<file path="src/rtl/csr_regfile_pkg.sv">
// Shared CSR constants: addresses, exception codes and field bit positions.
package csr_regfile_pkg;

   localparam logic [13:0] CSR_CRMD      = 14'h000;
   localparam logic [13:0] CSR_PRMD      = 14'h001;
   localparam logic [13:0] CSR_ECFG      = 14'h004;
   localparam logic [13:0] CSR_ESTAT     = 14'h005;
   localparam logic [13:0] CSR_ERA       = 14'h006;
   localparam logic [13:0] CSR_BADV      = 14'h007;
   localparam logic [13:0] CSR_EENTRY    = 14'h00c;
   localparam logic [13:0] CSR_SAVE0     = 14'h030;
   localparam logic [13:0] CSR_SAVE1     = 14'h031;
   localparam logic [13:0] CSR_SAVE2     = 14'h032;
   localparam logic [13:0] CSR_SAVE3     = 14'h033;
   localparam logic [13:0] CSR_TID       = 14'h040;
   localparam logic [13:0] CSR_TCFG      = 14'h041;
   localparam logic [13:0] CSR_TVAL      = 14'h042;
   localparam logic [13:0] CSR_TICLR     = 14'h044;
   localparam logic [13:0] CSR_TLBRENTRY = 14'h088;

   localparam logic [5:0] ECODE_INT  = 6'h00;
   localparam logic [5:0] ECODE_ADEF = 6'h08;
   localparam logic [5:0] ECODE_ALE  = 6'h09;
   localparam logic [5:0] ECODE_TLBR = 6'h3f;

   localparam int CRMD_IE   = 2;
   localparam int CRMD_DA   = 3;
   localparam int CRMD_PG   = 4;
   localparam int ESTAT_TI  = 11;

   // Exceptions that report a faulting address in BADV.
   function automatic logic ecode_has_badv(input logic [5:0] ec);
      return (ec == ECODE_ADEF) || (ec == ECODE_ALE) || (ec == ECODE_TLBR) ||
             ((ec > ECODE_INT) && (ec < ECODE_ADEF));
   endfunction

endpackage

</file>
<file path="src/rtl/csr_regfile_if.sv">
// WB-stage request bus into the CSR file: CSR access, exception commit, ertn.
interface csr_regfile_if;
   logic        csr_re;
   logic [13:0] csr_num;
   logic [31:0] csr_rvalue;
   logic        csr_we;
   logic [31:0] csr_wmask;
   logic [31:0] csr_wvalue;
   logic        wb_ex;
   logic [5:0]  wb_ecode;
   logic [8:0]  wb_esubcode;
   logic [31:0] wb_ex_pc;
   logic [31:0] wb_badv;
   logic        ertn_flush;

   modport master (
      output csr_re, csr_num, csr_we, csr_wmask, csr_wvalue,
             wb_ex, wb_ecode, wb_esubcode, wb_ex_pc, wb_badv, ertn_flush,
      input  csr_rvalue
   );

   modport slave (
      input  csr_re, csr_num, csr_we, csr_wmask, csr_wvalue,
             wb_ex, wb_ecode, wb_esubcode, wb_ex_pc, wb_badv, ertn_flush,
      output csr_rvalue
   );
endinterface

</file>
<file path="src/rtl/csr_regfile_timer.sv">
// TCFG/TVAL countdown timer raising ESTAT.IS[11]; built only with `define CSR_TIMER_EN.
`ifdef CSR_TIMER_EN
module csr_regfile_timer (
   input  logic        clk,
   input  logic        reset,
   input  logic        cfg_we,
   input  logic [31:0] cfg_wdata,
   input  logic        ti_clr,
   output logic [31:0] tcfg,
   output logic [31:0] tval,
   output logic        timer_set
);
   localparam int TCFG_EN       = 0;
   localparam int TCFG_PERIODIC = 1;

   logic en;
   assign en = tcfg[TCFG_EN];

   always_ff @(posedge clk or posedge reset) begin
      if (reset) begin
         tcfg      <= '0;
         tval      <= '0;
         timer_set <= 1'b0;
      end else begin
         if (cfg_we) tcfg <= cfg_wdata;
         if (cfg_we && cfg_wdata[TCFG_EN])
            tval <= {cfg_wdata[31:2], 2'b00};
         else if (en && tval != 32'd0)
            tval <= tval - 32'd1;
         else if (en && tcfg[TCFG_PERIODIC])
            tval <= {tcfg[31:2], 2'b00};
         // The 1->0 step sets the flag; a same-cycle clear loses.
         if (en && tval == 32'd1)
            timer_set <= 1'b1;
         else if (ti_clr)
            timer_set <= 1'b0;
      end
   end
endmodule
`endif

</file>
<file path="src/rtl/csr_regfile.sv">
// Control/status register file serving WB-stage CSR access, exception commit and ertn.
// Optional timer CSRs (TID/TCFG/TVAL/TICLR) are enabled by `define CSR_TIMER_EN.
module csr_regfile
   import csr_regfile_pkg::*;
#(
   parameter logic [31:0] TID_RESET = 32'h0,
   parameter int          DATA_W    = 32
) (
   input  logic         clk,
   input  logic         reset,
   csr_regfile_if.slave bus,
   input  logic [7:0]   hw_int_in,
   input  logic         ipi_int_in,
   output logic         has_int,
   output logic [31:0]  era_out,
   output logic [1:0]   crmd_plv,
   output logic [1:0]   crmd_da_pg
);
   logic [DATA_W-1:0]      crmd, prmd, ecfg, estat, era, badv, eentry, tlbrentry;
   logic [3:0][DATA_W-1:0] save;
   logic [DATA_W-1:0]      estat_v, rdata, wmerged;
   logic                   ti_is, csr_wr;

   // Exception and ertn drop any same-cycle CSR write.
   assign csr_wr  = bus.csr_we & ~bus.wb_ex & ~bus.ertn_flush;
   assign wmerged = (bus.csr_wvalue & bus.csr_wmask) | (rdata & ~bus.csr_wmask);

`ifdef CSR_TIMER_EN
   logic [DATA_W-1:0] tid, tcfg, tval;

   csr_regfile_timer u_csr_timer (
      .clk       (clk),
      .reset     (reset),
      .cfg_we    (csr_wr && bus.csr_num == CSR_TCFG),
      .cfg_wdata (wmerged),
      .ti_clr    (csr_wr && bus.csr_num == CSR_TICLR && bus.csr_wmask[0] && bus.csr_wvalue[0]),
      .tcfg      (tcfg),
      .tval      (tval),
      .timer_set (ti_is)
   );

   always_ff @(posedge clk or posedge reset) begin
      if (reset)                                 tid <= TID_RESET;
      else if (csr_wr && bus.csr_num == CSR_TID) tid <= wmerged;
   end
`else
   logic unused_tid;
   assign unused_tid = ^TID_RESET;
   assign ti_is      = 1'b0;
`endif

   logic unused_re;
   assign unused_re = bus.csr_re;

   // IS[11] lives in the timer; splice it into the architectural view.
   assign estat_v = {estat[DATA_W-1:ESTAT_TI+1], ti_is, estat[ESTAT_TI-1:0]};

   always_comb begin
      rdata = '0;
      case (bus.csr_num)
         CSR_CRMD:      rdata = crmd;
         CSR_PRMD:      rdata = prmd;
         CSR_ECFG:      rdata = ecfg;
         CSR_ESTAT:     rdata = estat_v;
         CSR_ERA:       rdata = era;
         CSR_BADV:      rdata = badv;
         CSR_EENTRY:    rdata = eentry;
         CSR_SAVE0:     rdata = save[0];
         CSR_SAVE1:     rdata = save[1];
         CSR_SAVE2:     rdata = save[2];
         CSR_SAVE3:     rdata = save[3];
         CSR_TLBRENTRY: rdata = tlbrentry;
`ifdef CSR_TIMER_EN
         CSR_TID:       rdata = tid;
         CSR_TCFG:      rdata = tcfg;
         CSR_TVAL:      rdata = tval;
`else
         CSR_TID, CSR_TCFG, CSR_TVAL: rdata = '0;
`endif
         CSR_TICLR:     rdata = '0;
         default:       rdata = '0;
      endcase
   end
   assign bus.csr_rvalue = rdata;

   always_ff @(posedge clk or posedge reset) begin
      if (reset) begin
         crmd      <= DATA_W'(32'h8);
         prmd      <= '0;
         ecfg      <= '0;
         estat     <= '0;
         era       <= '0;
         badv      <= '0;
         eentry    <= '0;
         save      <= '0;
         tlbrentry <= '0;
      end else begin
         estat[9:2] <= hw_int_in;
         estat[12]  <= ipi_int_in;
         if (bus.wb_ex) begin
            prmd[2:0]    <= crmd[2:0];
            crmd[2:0]    <= 3'b000;
            era          <= bus.wb_ex_pc;
            estat[21:16] <= bus.wb_ecode;
            estat[30:22] <= bus.wb_esubcode;
            if (ecode_has_badv(bus.wb_ecode)) badv <= bus.wb_badv;
            if (bus.wb_ecode == ECODE_TLBR) begin
               crmd[CRMD_DA] <= 1'b1;
               crmd[CRMD_PG] <= 1'b0;
            end
         end else if (bus.ertn_flush) begin
            crmd[2:0] <= prmd[2:0];
            if (estat[21:16] == ECODE_TLBR) begin
               crmd[CRMD_DA] <= 1'b0;
               crmd[CRMD_PG] <= 1'b1;
            end
         end else if (csr_wr) begin
            case (bus.csr_num)
               CSR_CRMD:      crmd[8:0] <= wmerged[8:0];
               CSR_PRMD:      prmd[2:0] <= wmerged[2:0];
               CSR_ECFG: begin
                  ecfg[9:0]   <= wmerged[9:0];
                  ecfg[12:11] <= wmerged[12:11];
               end
               CSR_ESTAT:     estat[1:0] <= wmerged[1:0];
               CSR_ERA:       era <= wmerged;
               CSR_BADV:      badv <= wmerged;
               CSR_EENTRY:    eentry[31:6] <= wmerged[31:6];
               CSR_SAVE0:     save[0] <= wmerged;
               CSR_SAVE1:     save[1] <= wmerged;
               CSR_SAVE2:     save[2] <= wmerged;
               CSR_SAVE3:     save[3] <= wmerged;
               CSR_TLBRENTRY: tlbrentry[31:6] <= wmerged[31:6];
               default: ;
            endcase
         end
      end
   end

   assign has_int    = crmd[CRMD_IE] & |(estat_v[12:0] & ecfg[12:0]);
   assign era_out    = era;
   assign crmd_plv   = crmd[1:0];
   assign crmd_da_pg = {crmd[CRMD_DA], crmd[CRMD_PG]};

endmodule
</file>
<file path="src/flat_wrapper.sv">
// flat-port wrapper written by rule: the top's interface ports become plain ports
module csr_regfile_flat import csr_regfile_pkg::*;
#(
   parameter logic [31:0] TID_RESET = 32'h0,
   parameter int          DATA_W    = 32
)
  (clk, reset, hw_int_in, ipi_int_in, has_int, era_out, crmd_plv, crmd_da_pg, bus_csr_re, bus_csr_num, bus_csr_we, bus_csr_wmask, bus_csr_wvalue, bus_wb_ex, bus_wb_ecode, bus_wb_esubcode, bus_wb_ex_pc, bus_wb_badv, bus_ertn_flush, bus_csr_rvalue);
  csr_regfile_if bus_i ();
  input  logic clk;
  input  logic reset;
  input  logic [7:0] hw_int_in;
  input  logic ipi_int_in;
  output logic has_int;
  output logic [31:0] era_out;
  output logic [1:0] crmd_plv;
  output logic [1:0] crmd_da_pg;
  input wire logic [$bits(bus_i.csr_re)-1:0] bus_csr_re;
  input wire logic [$bits(bus_i.csr_num)-1:0] bus_csr_num;
  input wire logic [$bits(bus_i.csr_we)-1:0] bus_csr_we;
  input wire logic [$bits(bus_i.csr_wmask)-1:0] bus_csr_wmask;
  input wire logic [$bits(bus_i.csr_wvalue)-1:0] bus_csr_wvalue;
  input wire logic [$bits(bus_i.wb_ex)-1:0] bus_wb_ex;
  input wire logic [$bits(bus_i.wb_ecode)-1:0] bus_wb_ecode;
  input wire logic [$bits(bus_i.wb_esubcode)-1:0] bus_wb_esubcode;
  input wire logic [$bits(bus_i.wb_ex_pc)-1:0] bus_wb_ex_pc;
  input wire logic [$bits(bus_i.wb_badv)-1:0] bus_wb_badv;
  input wire logic [$bits(bus_i.ertn_flush)-1:0] bus_ertn_flush;
  output wire logic [$bits(bus_i.csr_rvalue)-1:0] bus_csr_rvalue;
  assign bus_i.csr_re = bus_csr_re;
  assign bus_i.csr_num = bus_csr_num;
  assign bus_i.csr_we = bus_csr_we;
  assign bus_i.csr_wmask = bus_csr_wmask;
  assign bus_i.csr_wvalue = bus_csr_wvalue;
  assign bus_i.wb_ex = bus_wb_ex;
  assign bus_i.wb_ecode = bus_wb_ecode;
  assign bus_i.wb_esubcode = bus_wb_esubcode;
  assign bus_i.wb_ex_pc = bus_wb_ex_pc;
  assign bus_i.wb_badv = bus_wb_badv;
  assign bus_i.ertn_flush = bus_ertn_flush;
  assign bus_csr_rvalue = bus_i.csr_rvalue;
  csr_regfile #(.TID_RESET(TID_RESET), .DATA_W(DATA_W)) u_core (.clk(clk), .reset(reset), .bus(bus_i), .hw_int_in(hw_int_in), .ipi_int_in(ipi_int_in), .has_int(has_int), .era_out(era_out), .crmd_plv(crmd_plv), .crmd_da_pg(crmd_da_pg));
endmodule
</file>
<file path="config.mk">
export PLATFORM = sky130hd
export DESIGN_NAME = csr_regfile_flat
export DESIGN_NICKNAME = d
export VERILOG_FILES = /design/src/rtl/csr_regfile_pkg.sv /design/src/rtl/csr_regfile_if.sv /design/src/rtl/csr_regfile_timer.sv /design/src/rtl/csr_regfile.sv /design/src/flat_wrapper.sv
export SDC_FILE = /design/constraint.sdc
export NUM_CORES = 1
export LEC_CHECK = 0
export BUFFER_PORTS_ARGS = -buffer_cell sky130_fd_sc_hd__buf_4
export CORE_MARGIN = 2
export CORE_UTILIZATION = 62
export DETAILED_ROUTE_END_ITERATION = 10
export GPL_TIMING_DRIVEN = 0
export PLACE_DENSITY = 0.86
export SLEW_MARGIN = 20
export SYNTH_ARGS = -nofsm -noshare
export SYNTH_HDL_FRONTEND = slang
export SYNTH_SLANG_ARGS = --single-unit
</file>
<file path="constraint.sdc">
create_clock -name clk -period 17.82 [get_ports clk]
set_clock_uncertainty 0.2 [all_clocks]
set_input_delay 3.564 -clock clk [delete_from_list [all_inputs] [get_ports clk]]
set_output_delay 3.564 -clock clk [all_outputs]
set_load 0.01 [all_outputs]
</file>
==> metrics.txt <==
Setup crit start kind input pin; Routed Antenna Nets 0; dominant cell type by area after synthesis dfrtp_1; most frequent cells in the layout 293 x dfrtp_1, 265 x nand2_1, 243 x buf_4; number of synthesized register bits 294; port bufs 234; worst-path maximum fanout 10; Placer Congestion 0.992; crit path to bus_csr_rvalue[11]; vias in the first global route 15069; reg-to-reg slack, setup 15.14 ns; vias after detailed routing 15253; Ant. Diodes 0; drt pass-1 iters 7; Post-CTS Setup Bufs 0; R2R Path End u_core.era_out[7]$_DFFE_PP0P_; buffer depth of the longest clock path 3; Detailed Place HPWL 43.2 mm; Layout Area Growth over Synthesis 22.0%; synthesized cell area 15000 µm²; leading cell type in the layout, fill and taps excluded dfrtp_1; row count 56; clock root buffer clkbuf_16; RSZ-0062 raised after global routing no; final hold viol count 0; first-pass GRT wire length 91.5 mm; launch point of the worst reg-to-reg path u_core.save[103]$_DFFE_PP0P_; syn_area_per_cell 9.87 µm²; Chip Width 160 µm; Setup Viol. Count Final 0; Peak supply drop 0.0845 mV; EDFF count, synth 0; Die Y 160 µm; drt wl/cell 29.0 µm; crit path DAT 6.68 ns; Final Max Slew Viols 0; Internal 1170 µW; fin crit share 58.6%; main area contributors after synthesis dfrtp_1 49%, nand2_1 6.6%, o21ai_0 6.6%; GRT Util Overall 47.9%; Synth Net Count 1691; clock period minus worst slack 10.45 ns; YS warnings 89; initial antenna violation count 0; TritonCTS Buffers 31; Slew @ Worst Pin 1.26 ns; synth unique cells 81; Residual DRC 0; combinational power share 12.0%; Tightest Hold Check Type register to register; asr flop ratio synth 100%; vias per cell 7.15; Worst Setup SP bus_csr_num[0]; status finished clean; Critical Path RT 14.06 ns; sequential share of power 45.6%; sequential element share of the synthesized area 49.1%; Switch Pwr 418 µW; clock share of power 42.3%; Starting Density 63.5%; Layout Nets 1961; Cell Pwr Density 86.7 nW/µm²; full die area 25400 µm²; CTS resizes 0; switch share 26.4%; Skew-Pair Late Insertion Delay 0.58 ns; final cell utilization of the core 77.5%; GRT Residual Overflow 0; fmax 95.7 MHz; top_reg_cell synth dfrtp_1; Pleak 0.00813 µW; CP endpoint kind output port; top-area cell type share of the netlist area 48.9%; Core Region 23600 µm²; initial drt markers 2273; clk sink count 294; Max-Cap Viols 0; share of layout cells above drive strength 1 23.9%; Rel. slew slack 15.2%; cells after synthesis 1519; WL final 61.8 mm; number of H-tree levels 1; kind of critical path input pin to output port; CTS tree built; # hold bufs at CTS 0; setup_tns 0 ns; worst reg-to-reg path cell count 6; largest net degree at the start of global routing 109; Reg clk slew, reported paths 0.06 ns; Top Ports 241
==> layer usage <==
metal | vias to the layer above | GRT usage (%) | share of wire (%)
met3 | 364 | 18.7 | 16
li1 | 6091 | - | -
met4 | 0 | 31.7 | 8.3
met5 | - | 0 | 0
met2 | 1482 | 69.5 | 42
met1 | 7316 | 59.8 | 34
==> stage by stage <==
step	hold slack [ns]	cells	setup WS (ns)	power [µW]	area, µm²
3_3_place_gp	0.256	2072	2.89	908	17200
5_1_grt	0.296	2133	7.49	1610	18300
4_1_cts	0.281	2133	7.60	1570	18300
2_1_floorplan	0.240	1519	5.94	822	15000
6_report	0.281	2133	7.37	1590	18300
3_5_place_dp	0.268	2075	7.62	916	17200
==> worst max-delay path: stages <==
cell and delay [ns]:
buf_4 0.13, buf_2 0.48, buf_2 0.59, buf_2 0.51, mux2i_1 0.25, o2bb2ai_1 0.11, a32oi_1 0.37, nor2_1 0.07
a221o_1 0.26, o21bai_1 0.17, buf_4 0.15
==> cell type report <==
type	count	area (µm²)
inverters	18	75.1
repair buffers	237	1840
well taps	319	399
plain buffers	127	589
fillers	1613	5320
multi-input cells	1080	6980
clock buffers	48	940
clock inverters	10	108
flip-flops and latches	294	7360
==> registers in the layout, indices dropped and copies added, names as in the netlist <==
name               count
u_core.save          128
u_core.badv           32
u_core.era_out        32
u_core.eentry         26
u_core.estat          26
u_core.tlbrentry      26
u_core.ecfg           12
u_core.crmd            5
u_core.prmd            3
u_core.crmd_da_pg      2
u_core.crmd_plv        2
==> cells in the mapped netlist (5+ instances only) <==
cell and count:
and2_1 11, a21o_1 27, o21a_1 13, nor2_1 67, a22oi_1 21, nor3_1 11, nand2b_1 7, and3_1 18
a22o_1 17, o22ai_1 11, a211o_1 9, o211ai_1 15, o21ai_0 197, inv_1 18, a221oi_1 11, dfrtp_1 293
buf_4 9, buf_1 5, a21oi_1 29, o21ai_1 27, o2bb2ai_1 16, o31a_1 7, buf_6 5, buf_2 32
a31oi_1 6, mux2i_1 25, nor4_1 8, clkbuf_1 75, nand3b_1 28, a211oi_1 25, o31ai_1 20, a32oi_1 12
mux2_2 31, nand3_1 17, mux4_2 27, nand2_1 265, nor2b_1 10, nor4_4 5, a221o_1 7
==> power groups by stage <==
| stage | clock network (µW) | registers [µW] | logic (µW) |
|---|---|---|---|
| floorplan | 0 | 727 | 94.8 |
| global placement | 0 | 732 | 176 |
| detailed placement | 0 | 733 | 183 |
| CTS | 661 | 721 | 185 |
| global route | 686 | 725 | 201 |
| finish | 672 | 723 | 191 |
==> kinds of logic (layout without fill, tap and decap cells) <==
kind of cell / after synthesis / after routing / synth area share (%)
AOI/OAI and AO/OA: 512 / 512 / 22.8
and+or+nand+nor: 484 / 484 / 15.7
DFF: 294 / 294 / 49.1
xor gates and xnor gates: 1 / 1 / 0.0584
buffers and inverters: 145 / 440 / 4.38
muxes: 83 / 83 / 8.05
==> worst min-delay path by stage <==
stage,from,to,slack (ns),cells past startpoint
after floorplan,u_core.eentry[21]$_DFFE_PP0P_,u_core.eentry[21]$_DFFE_PP0P_,0.24,2
after global placement,u_core.eentry[21]$_DFFE_PP0P_,u_core.eentry[21]$_DFFE_PP0P_,0.26,2
after detailed placement,u_core.save[93]$_DFFE_PP0P_,u_core.save[93]$_DFFE_PP0P_,0.27,2
after CTS,u_core.save[94]$_DFFE_PP0P_,u_core.save[94]$_DFFE_PP0P_,0.28,2
after global routing,u_core.badv[2]$_DFFE_PP0P_,u_core.badv[2]$_DFFE_PP0P_,0.30,1
final,u_core.save[102]$_DFFE_PP0P_,u_core.save[102]$_DFFE_PP0P_,0.28,2
Power figures use the tool's default switching activity.
